File: config.mk
export PLATFORM = sky130hd
export DESIGN_NAME = id_ex_flat
export DESIGN_NICKNAME = d
export VERILOG_FILES = /design/src/rtl/id_ex_pkg.sv /design/src/rtl/id_ex_if.sv /design/src/rtl/id_ex_pipe_dff.sv /design/src/rtl/id_ex.sv /design/src/flat_wrapper.sv
export SDC_FILE = /design/constraint.sdc
export NUM_CORES = 1
export LEC_CHECK = 0
export ABC_AREA = 1
export CAP_MARGIN = 10
export CORE_AREA = 2 2 263 265
export DETAILED_ROUTE_END_ITERATION = 8
export DIE_AREA = 0 0 265 267
export PLACE_DENSITY = 0.42
export SYNTH_ARGS = -nofsm -noshare
export SYNTH_HDL_FRONTEND = slang
export SYNTH_SLANG_ARGS = --single-unit
File: constraint.sdc
create_clock -name clk -period 1.3 [get_ports clk]
set_clock_uncertainty 0.1 [all_clocks]
set_input_delay 0.325 -clock clk [delete_from_list [all_inputs] [get_ports clk]]
set_output_delay 0.325 -clock clk [all_outputs]
set_load 0.005 [all_outputs]
File: src/rtl/id_ex_pkg.sv
// Shared RV32I bus widths and constants for the decode/execute pipeline register.
// Latency: n/a (constants only).
// Backpressure: n/a (constants only).
package id_ex_pkg;

  localparam int InstBus     = 32;
  localparam int InstAddrBus = 32;
  localparam int RegBus      = 32;
  localparam int RegAddrBus  = 5;
  localparam int MemAddrBus  = 32;

  localparam logic [RegBus-1:0]     ZeroWord     = '0;
  localparam logic [RegAddrBus-1:0] ZeroReg      = '0;
  localparam logic                  WriteEnable  = 1'b1;
  localparam logic                  WriteDisable = 1'b0;

  // addi x0,x0,0 -- the canonical RV32I no-op used to fill a bubble
  localparam logic [InstBus-1:0]    INST_NOP     = 32'h0000_0013;

endpackage

File: src/rtl/id_ex_if.sv
// Bundle of decode-side inputs, ctrl/ex redirects and execute-side outputs of id_ex.
// Latency: n/a (wiring only).
// Backpressure: hold_i stalls the stage; there is no ready signal back to decode.
interface id_ex_if #(
  parameter int CNT_W = 16
);
  import id_ex_pkg::*;

  // control
  logic                   hold_i;
  logic                   flush_i;
  logic                   ex_jump_flag_i;

  // decode side
  logic [InstBus-1:0]     inst_i;
  logic [InstAddrBus-1:0] inst_addr_i;
  logic [RegBus-1:0]      op1_i;
  logic [RegBus-1:0]      op2_i;
  logic [RegBus-1:0]      op1_jump_i;
  logic [RegBus-1:0]      op2_jump_i;
  logic [RegBus-1:0]      reg1_rdata_i;
  logic [RegBus-1:0]      reg2_rdata_i;
  logic                   reg_we_i;
  logic [RegAddrBus-1:0]  reg_waddr_i;
  logic                   csr_we_i;
  logic [RegBus-1:0]      csr_rdata_i;
  logic [MemAddrBus-1:0]  csr_waddr_i;

  // execute side
  logic [InstBus-1:0]     inst_o;
  logic [InstAddrBus-1:0] inst_addr_o;
  logic [RegBus-1:0]      op1_o;
  logic [RegBus-1:0]      op2_o;
  logic [RegBus-1:0]      op1_jump_o;
  logic [RegBus-1:0]      op2_jump_o;
  logic [RegBus-1:0]      reg1_rdata_o;
  logic [RegBus-1:0]      reg2_rdata_o;
  logic                   reg_we_o;
  logic [RegAddrBus-1:0]  reg_waddr_o;
  logic                   csr_we_o;
  logic [RegBus-1:0]      csr_rdata_o;
  logic [MemAddrBus-1:0]  csr_waddr_o;
  logic                   valid_o;
  logic [CNT_W-1:0]       bubble_cnt_o;

  // pipeline register side
  modport slave (
    input  hold_i, flush_i, ex_jump_flag_i,
    input  inst_i, inst_addr_i, op1_i, op2_i, op1_jump_i, op2_jump_i,
    input  reg1_rdata_i, reg2_rdata_i, reg_we_i, reg_waddr_i,
    input  csr_we_i, csr_rdata_i, csr_waddr_i,
    output inst_o, inst_addr_o, op1_o, op2_o, op1_jump_o, op2_jump_o,
    output reg1_rdata_o, reg2_rdata_o, reg_we_o, reg_waddr_o,
    output csr_we_o, csr_rdata_o, csr_waddr_o, valid_o, bubble_cnt_o
  );

  // decode/ctrl/ex side driving the stage
  modport master (
    output hold_i, flush_i, ex_jump_flag_i,
    output inst_i, inst_addr_i, op1_i, op2_i, op1_jump_i, op2_jump_i,
    output reg1_rdata_i, reg2_rdata_i, reg_we_i, reg_waddr_i,
    output csr_we_i, csr_rdata_i, csr_waddr_i,
    input  inst_o, inst_addr_o, op1_o, op2_o, op1_jump_o, op2_jump_o,
    input  reg1_rdata_o, reg2_rdata_o, reg_we_o, reg_waddr_o,
    input  csr_we_o, csr_rdata_o, csr_waddr_o, valid_o, bubble_cnt_o
  );

endinterface

File: src/rtl/id_ex_pipe_dff.sv
// One pipeline field register with priority reset > flush > hold > load.
// Latency: 1 cycle from d to q.
// Backpressure: hold keeps the stored value; flush overrides hold.
module pipe_dff #(
  parameter int            DW      = 32,
  parameter logic [DW-1:0] RST_VAL = '0
) (
  input  logic          clk,
  input  logic          rst,
  input  logic          hold,
  input  logic          flush,
  input  logic [DW-1:0] d,
  output logic [DW-1:0] q
);

  logic [DW-1:0] data_d;
  logic [DW-1:0] data_q;

  // next value: a flush removes the wrong-path entry even while stalled
  always_comb begin
    data_d = data_q;
    if (flush) begin
      data_d = RST_VAL;
    end else if (!hold) begin
      data_d = d;
    end
  end

  // state register with synchronous active-low reset
  always_ff @(posedge clk) begin
    if (!rst) begin
      data_q <= RST_VAL;
    end else begin
      data_q <= data_d;
    end
  end

  assign q = data_q;

endmodule

File: src/rtl/id_ex.sv
// Decode-to-execute pipeline register with stall, flush/bubble, valid bit and bubble counter.
// Latency: 1 cycle, no combinational input-to-output path.
// Backpressure: hold_i freezes the stage; flush_i/ex_jump_flag_i load a NOP bubble and win over hold.
module id_ex
  import id_ex_pkg::*;
#(
  parameter logic [InstBus-1:0] NOP_INST = INST_NOP,
  parameter int                 CNT_W    = 16
) (
  input  logic    clk,
  input  logic    rst,
  id_ex_if.slave  bus
);

  logic             flush;
  logic             reg_we_q;
  logic             csr_we_q;
  logic             valid_d;
  logic             valid_q;
  logic [CNT_W-1:0] cnt_d;
  logic [CNT_W-1:0] cnt_q;

  // a trap flush from ctrl and a taken branch from ex both squash the stage
  assign flush = bus.flush_i | bus.ex_jump_flag_i;

  pipe_dff #(.DW(InstBus), .RST_VAL(NOP_INST)) u_inst (
    .clk(clk), .rst(rst), .hold(bus.hold_i), .flush(flush), .d(bus.inst_i), .q(bus.inst_o));
  pipe_dff #(.DW(InstAddrBus), .RST_VAL(ZeroWord)) u_inst_addr (
    .clk(clk), .rst(rst), .hold(bus.hold_i), .flush(flush), .d(bus.inst_addr_i), .q(bus.inst_addr_o));
  pipe_dff #(.DW(RegBus), .RST_VAL(ZeroWord)) u_op1 (
    .clk(clk), .rst(rst), .hold(bus.hold_i), .flush(flush), .d(bus.op1_i), .q(bus.op1_o));
  pipe_dff #(.DW(RegBus), .RST_VAL(ZeroWord)) u_op2 (
    .clk(clk), .rst(rst), .hold(bus.hold_i), .flush(flush), .d(bus.op2_i), .q(bus.op2_o));
  pipe_dff #(.DW(RegBus), .RST_VAL(ZeroWord)) u_op1_jump (
    .clk(clk), .rst(rst), .hold(bus.hold_i), .flush(flush), .d(bus.op1_jump_i), .q(bus.op1_jump_o));
  pipe_dff #(.DW(RegBus), .RST_VAL(ZeroWord)) u_op2_jump (
    .clk(clk), .rst(rst), .hold(bus.hold_i), .flush(flush), .d(bus.op2_jump_i), .q(bus.op2_jump_o));
  pipe_dff #(.DW(RegBus), .RST_VAL(ZeroWord)) u_reg1_rdata (
    .clk(clk), .rst(rst), .hold(bus.hold_i), .flush(flush), .d(bus.reg1_rdata_i), .q(bus.reg1_rdata_o));
  pipe_dff #(.DW(RegBus), .RST_VAL(ZeroWord)) u_reg2_rdata (
    .clk(clk), .rst(rst), .hold(bus.hold_i), .flush(flush), .d(bus.reg2_rdata_i), .q(bus.reg2_rdata_o));
  pipe_dff #(.DW(1), .RST_VAL(WriteDisable)) u_reg_we (
    .clk(clk), .rst(rst), .hold(bus.hold_i), .flush(flush), .d(bus.reg_we_i), .q(reg_we_q));
  pipe_dff #(.DW(RegAddrBus), .RST_VAL(ZeroReg)) u_reg_waddr (
    .clk(clk), .rst(rst), .hold(bus.hold_i), .flush(flush), .d(bus.reg_waddr_i), .q(bus.reg_waddr_o));
  pipe_dff #(.DW(1), .RST_VAL(WriteDisable)) u_csr_we (
    .clk(clk), .rst(rst), .hold(bus.hold_i), .flush(flush), .d(bus.csr_we_i), .q(csr_we_q));
  pipe_dff #(.DW(RegBus), .RST_VAL(ZeroWord)) u_csr_rdata (
    .clk(clk), .rst(rst), .hold(bus.hold_i), .flush(flush), .d(bus.csr_rdata_i), .q(bus.csr_rdata_o));
  pipe_dff #(.DW(MemAddrBus), .RST_VAL(ZeroWord)) u_csr_waddr (
    .clk(clk), .rst(rst), .hold(bus.hold_i), .flush(flush), .d(bus.csr_waddr_i), .q(bus.csr_waddr_o));

  // valid tracks whether the stage holds a real instruction; counter saturates instead of wrapping
  always_comb begin
    valid_d = valid_q;
    cnt_d   = cnt_q;
    if (flush) begin
      valid_d = 1'b0;
      if (cnt_q != {CNT_W{1'b1}}) begin
        cnt_d = cnt_q + CNT_W'(1);
      end
    end else if (!bus.hold_i) begin
      valid_d = WriteEnable;
    end
  end

  // valid bit and bubble counter registers
  always_ff @(posedge clk) begin
    if (!rst) begin
      valid_q <= 1'b0;
      cnt_q   <= '0;
    end else begin
      valid_q <= valid_d;
      cnt_q   <= cnt_d;
    end
  end

  // a bubble must never write back, whatever the enable registers hold
  assign bus.reg_we_o     = valid_q ? reg_we_q : WriteDisable;
  assign bus.csr_we_o     = valid_q ? csr_we_q : WriteDisable;
  assign bus.valid_o      = valid_q;
  assign bus.bubble_cnt_o = cnt_q;

endmodule

File: src/flat_wrapper.sv
// flat-port wrapper written by rule: the top's interface ports become plain ports
module id_ex_flat import id_ex_pkg::*;
#(
  parameter logic [InstBus-1:0] NOP_INST = INST_NOP,
  parameter int                 CNT_W    = 16
)
  (clk, rst, bus_hold_i, bus_flush_i, bus_ex_jump_flag_i, bus_inst_i, bus_inst_addr_i, bus_op1_i, bus_op2_i, bus_op1_jump_i, bus_op2_jump_i, bus_reg1_rdata_i, bus_reg2_rdata_i, bus_reg_we_i, bus_reg_waddr_i, bus_csr_we_i, bus_csr_rdata_i, bus_csr_waddr_i, bus_inst_o, bus_inst_addr_o, bus_op1_o, bus_op2_o, bus_op1_jump_o, bus_op2_jump_o, bus_reg1_rdata_o, bus_reg2_rdata_o, bus_reg_we_o, bus_reg_waddr_o, bus_csr_we_o, bus_csr_rdata_o, bus_csr_waddr_o, bus_valid_o, bus_bubble_cnt_o);
  id_ex_if #(.CNT_W(CNT_W)) bus_i ();
  input  logic clk;
  input  logic rst;
  input wire logic [$bits(bus_i.hold_i)-1:0] bus_hold_i;
  input wire logic [$bits(bus_i.flush_i)-1:0] bus_flush_i;
  input wire logic [$bits(bus_i.ex_jump_flag_i)-1:0] bus_ex_jump_flag_i;
  input wire logic [$bits(bus_i.inst_i)-1:0] bus_inst_i;
  input wire logic [$bits(bus_i.inst_addr_i)-1:0] bus_inst_addr_i;
  input wire logic [$bits(bus_i.op1_i)-1:0] bus_op1_i;
  input wire logic [$bits(bus_i.op2_i)-1:0] bus_op2_i;
  input wire logic [$bits(bus_i.op1_jump_i)-1:0] bus_op1_jump_i;
  input wire logic [$bits(bus_i.op2_jump_i)-1:0] bus_op2_jump_i;
  input wire logic [$bits(bus_i.reg1_rdata_i)-1:0] bus_reg1_rdata_i;
  input wire logic [$bits(bus_i.reg2_rdata_i)-1:0] bus_reg2_rdata_i;
  input wire logic [$bits(bus_i.reg_we_i)-1:0] bus_reg_we_i;
  input wire logic [$bits(bus_i.reg_waddr_i)-1:0] bus_reg_waddr_i;
  input wire logic [$bits(bus_i.csr_we_i)-1:0] bus_csr_we_i;
  input wire logic [$bits(bus_i.csr_rdata_i)-1:0] bus_csr_rdata_i;
  input wire logic [$bits(bus_i.csr_waddr_i)-1:0] bus_csr_waddr_i;
  output wire logic [$bits(bus_i.inst_o)-1:0] bus_inst_o;
  output wire logic [$bits(bus_i.inst_addr_o)-1:0] bus_inst_addr_o;
  output wire logic [$bits(bus_i.op1_o)-1:0] bus_op1_o;
  output wire logic [$bits(bus_i.op2_o)-1:0] bus_op2_o;
  output wire logic [$bits(bus_i.op1_jump_o)-1:0] bus_op1_jump_o;
  output wire logic [$bits(bus_i.op2_jump_o)-1:0] bus_op2_jump_o;
  output wire logic [$bits(bus_i.reg1_rdata_o)-1:0] bus_reg1_rdata_o;
  output wire logic [$bits(bus_i.reg2_rdata_o)-1:0] bus_reg2_rdata_o;
  output wire logic [$bits(bus_i.reg_we_o)-1:0] bus_reg_we_o;
  output wire logic [$bits(bus_i.reg_waddr_o)-1:0] bus_reg_waddr_o;
  output wire logic [$bits(bus_i.csr_we_o)-1:0] bus_csr_we_o;
  output wire logic [$bits(bus_i.csr_rdata_o)-1:0] bus_csr_rdata_o;
  output wire logic [$bits(bus_i.csr_waddr_o)-1:0] bus_csr_waddr_o;
  output wire logic [$bits(bus_i.valid_o)-1:0] bus_valid_o;
  output wire logic [$bits(bus_i.bubble_cnt_o)-1:0] bus_bubble_cnt_o;
  assign bus_i.hold_i = bus_hold_i;
  assign bus_i.flush_i = bus_flush_i;
  assign bus_i.ex_jump_flag_i = bus_ex_jump_flag_i;
  assign bus_i.inst_i = bus_inst_i;
  assign bus_i.inst_addr_i = bus_inst_addr_i;
  assign bus_i.op1_i = bus_op1_i;
  assign bus_i.op2_i = bus_op2_i;
  assign bus_i.op1_jump_i = bus_op1_jump_i;
  assign bus_i.op2_jump_i = bus_op2_jump_i;
  assign bus_i.reg1_rdata_i = bus_reg1_rdata_i;
  assign bus_i.reg2_rdata_i = bus_reg2_rdata_i;
  assign bus_i.reg_we_i = bus_reg_we_i;
  assign bus_i.reg_waddr_i = bus_reg_waddr_i;
  assign bus_i.csr_we_i = bus_csr_we_i;
  assign bus_i.csr_rdata_i = bus_csr_rdata_i;
  assign bus_i.csr_waddr_i = bus_csr_waddr_i;
  assign bus_inst_o = bus_i.inst_o;
  assign bus_inst_addr_o = bus_i.inst_addr_o;
  assign bus_op1_o = bus_i.op1_o;
  assign bus_op2_o = bus_i.op2_o;
  assign bus_op1_jump_o = bus_i.op1_jump_o;
  assign bus_op2_jump_o = bus_i.op2_jump_o;
  assign bus_reg1_rdata_o = bus_i.reg1_rdata_o;
  assign bus_reg2_rdata_o = bus_i.reg2_rdata_o;
  assign bus_reg_we_o = bus_i.reg_we_o;
  assign bus_reg_waddr_o = bus_i.reg_waddr_o;
  assign bus_csr_we_o = bus_i.csr_we_o;
  assign bus_csr_rdata_o = bus_i.csr_rdata_o;
  assign bus_csr_waddr_o = bus_i.csr_waddr_o;
  assign bus_valid_o = bus_i.valid_o;
  assign bus_bubble_cnt_o = bus_i.bubble_cnt_o;
  id_ex #(.NOP_INST(NOP_INST), .CNT_W(CNT_W)) u_core (.clk(clk), .rst(rst), .bus(bus_i));
endmodule
==> metrics.txt <==
largest net degree at the start of global routing=35; slowest stage delay, CP=0.36 ns; DRT iter0 DRCs=431; fin crit period=1.56 ns; FFs w/ async S/R, synth=0; vias in the first global route=about 14k; drt total wl=55,100 um; LEAKAGE=9.67 nW; DIE HEIGHT=267 um; Area growth, synth to finish=90.7%; worst setup margin=-0.257 ns; RSZ-0062 raised after global routing=true; total number of vias=13.4k; Filler Cells Inserted=7,164; register area share after synthesis=0.559; Register-to-Register Path Depth=9; status=finished, violations left; die width=around 270 um; Die ar.=70,800 sq um; grt ovf=0; IO buf count=675; Initial Util=0.181; CP endpoint kind=output pin; Least-Margin Pin Slew=0.306 ns; failing checks=negative setup slack; Net Count, Synth=~1.9k; CP Class=reg -> out; post-DR vias/cell=~4.0; Max clock buf depth=3; H-tree depth=2; total CTS buffers=43; Nets=2,722; layout cells sized above 1=0.417; Post-synth EDFFs=0; critical path depth=2; Synth Cell Area=12,300 sq um; critical path launch point=u_core.bus.valid_o; Routed Antenna Nets=0; crit path max fanout=3; Mean Syn Cell Area=roughly 7.8 sq um; Distinct cells, synth=22; Post-Layout Cell Count=3,306; WP data arrival=approximately 1.1 ns; DRC=0; pwr dens=1090 nW/um^2; initial antenna violation count=6; DP HPWL=41,700 um; root buffer cell=clkbuf_16; CP Data Required Time=0.88 ns; Slowest-stage cell, CP=dfxtp_4; most frequent CP cell=buf_6; Max Freq=642 MHz; max cap viols=0; delay-heaviest family, CP=flip-flops; CP endpoint=bus_valid_o; fin. max-slew vios=0; CORE AREA=between 60,000 and 70,000 sq um; worst r2r src=u_core.bus.bubble_cnt_o[0]; IR drop worst, VDD=909 uV; Yosys reg bits=~340; reg2reg end=u_core.bus.bubble_cnt_o[8]; yosys warns=0; Clk pin slew, worst setup/hold paths=0.05 ns; r2r setup slk=-0.25 ns; Final period util=1.20; buffers plus inverters on the worst setup path=2; Placed Instance Area=roughly 21,000 sq um; IO Pins=676; Setup TNS=-42.80 ns; wire length per cell=16.7 um; FP Rows=96; startpoint types=register; Hold Path Class=in -> reg; first-pass GRT wire length=between 80,000 and 90,000 um; Final Setup Violations=360; Worst slew margin=0.796; worst-skew pair later-pin latency=0.56 ns; Hold Fails Final Rpt=0; CP cell instances=buf_6, buf_6; Sink Count=344; Post-synth top flop=dfxtp_1; Post-Syn Instances=1,588; post-layout instance area=23,500 sq um; DP Cell Count=between 3k and 4k; RePlAce Congestion=roughly 0.78; first-pass detailed-route iteration total=4; total track usage=0.148; CTS tree=built
## what timing repair did
item,CTS,global route
resized for setup,1979,78
setup buffers,36,38
pin swaps,12,14
setup endpoints to repair,360,360
hold buffers,0,0
cloned,0,0
## cells in the mapped netlist (2+ instances only)
| library cell | n | area share |
|---|---|---|
| clkbuf_1 | 57 | 0.017 |
| buf_6 | 22 | 0.020 |
| nand2_1 | 702 | 0.21 |
| buf_2 | 22 | 0.0089 |
| nor2_4 | 6 | 0.0055 |
| nand4_1 | 2 | 0.0010 |
| buf_4 | 2 | 0.0012 |
| a21oi_1 | 321 | 0.13 |
| a21oi_2 | 10 | 0.0071 |
| buf_1 | 9 | 0.0027 |
| nand3_1 | 15 | 0.0061 |
| nor2_1 | 43 | 0.013 |
| dfxtp_1 | 344 | 0.56 |
| nor3_1 | 5 | 0.0020 |
| inv_1 | 19 | 0.0058 |
| nand2_2 | 3 | 0.0015 |
## cells by family (layout without fill, tap and decap cells)
kind of cell / Yosys count / in the layout / share of synthesized area
other: 0 / 4 / 0
DFF: 344 / 344 / 0.559
and+or+nand+nor: 780 / 780 / 0.246
adders and majority gates: 1 / 1 / 0.00102
AOI/OAI and AO/OA: 332 / 332 / 0.138
buffers and inverters: 131 / 963 / 0.0562
## per-stage QoR
step | hold slack [ns] | utilization | power [W] | setup slack, ns
after floorplan | 0.345 | - | 0.0119 | 0.00463
after global placement | 0.346 | 0.307 | 0.0139 | -0.462
after detailed placement | 0.353 | 0.307 | 0.0139 | -0.483
after CTS | 0.110 | 0.335 | 0.0261 | -0.315
after global routing | 0.128 | 0.346 | 0.0268 | -0.317
final | 0.144 | 0.346 | 0.0257 | -0.257
## worst min-delay path: stages
cell and delay [ns]:
buf_8 0.12, buf_12 0.17, nand2_1 0.07, a21oi_1 0.05
## worst min path at each step
stage	depth (start not counted)	start	endpoint
finish	4	bus_hold_i	u_core.u_inst_addr.q[10]
global route	4	bus_hold_i	u_core.u_inst.q[30]
CTS	4	bus_hold_i	u_core.u_inst_addr.q[10]
detailed placement	2	u_core.u_op1_jump.q[15]	u_core.u_op1_jump.q[15]
global placement	2	u_core.u_csr_waddr.q[17]	u_core.u_csr_waddr.q[17]
floorplan	2	u_core.u_csr_we.q	u_core.u_csr_we.q
## final cells by class
cell class                 instances  area [sq um]  share of cell area
clock inverter                    13           156             0.00666
antenna                            4          10.0            0.000426
tap                              882          1100              0.0470
timing repair buffer             868          8630               0.367
inverter                          19          81.3             0.00346
multi-input combinational       1113          4940               0.210
clock buffer                      63          1230              0.0524
sequential                       344          7350               0.313
## where the power goes
| part | total (W) | leakage (nW) | internal, W | switching (W) |
|---|---|---|---|---|
| registers | 0.0109 | 2.95 | 0.0108 | 0.000138 |
| logic | 0.00282 | 6.04 | 0.00170 | 0.00112 |
| clock network | 0.0119 | 0.677 | 0.00715 | 0.00480 |
| total | 0.0257 | 9.67 | 0.0196 | 0.00605 |
## routing by layer
| metal | up-vias | routed length, um | global-route usage |
|---|---|---|---|
| met5 | - | 21 | 0 |
| met1 | 6125 | 20300 | 0.153 |
| met4 | 4 | 1530 | 0.0496 |
| li1 | 6675 | - | - |
| met2 | 480 | 28200 | 0.270 |
| met3 | 84 | 5120 | 0.0599 |
## cells in the final DEF, fill, tap and decap left out, drive strengths merged
master / count
nand3: 16
clkbuf: 63
nor3: 5
clkdlybuf4s50: 330
nor2: 50
clkinvlp: 2
o21ai: 1
dfxtp: 344
nand4: 3
diode: 4
and2: 1
a21oi: 331
nand2: 705
clkinv: 5
ha: 1
buf: 538
bufinv: 3
inv: 22
## sequential cells by signal, summed over array words and instances, names as in the netlist
register,cells
u_core.u_op2_jump.q,32
u_core.u_op2.q,32
u_core.u_reg_we.q,1
u_core.u_op1.q,32
u_core.u_reg1_rdata.q,32
u_core.u_inst.q,32
u_core.u_csr_rdata.q,32
u_core.u_csr_waddr.q,32
u_core.u_reg_waddr.q,5
u_core.bus.valid_o,1
u_core.u_inst_addr.q,32
u_core.bus.bubble_cnt_o,16
u_core.u_csr_we.q,1
u_core.u_op1_jump.q,32
u_core.u_reg2_rdata.q,32
No activity file was read; power rests on OpenSTA's default activity.
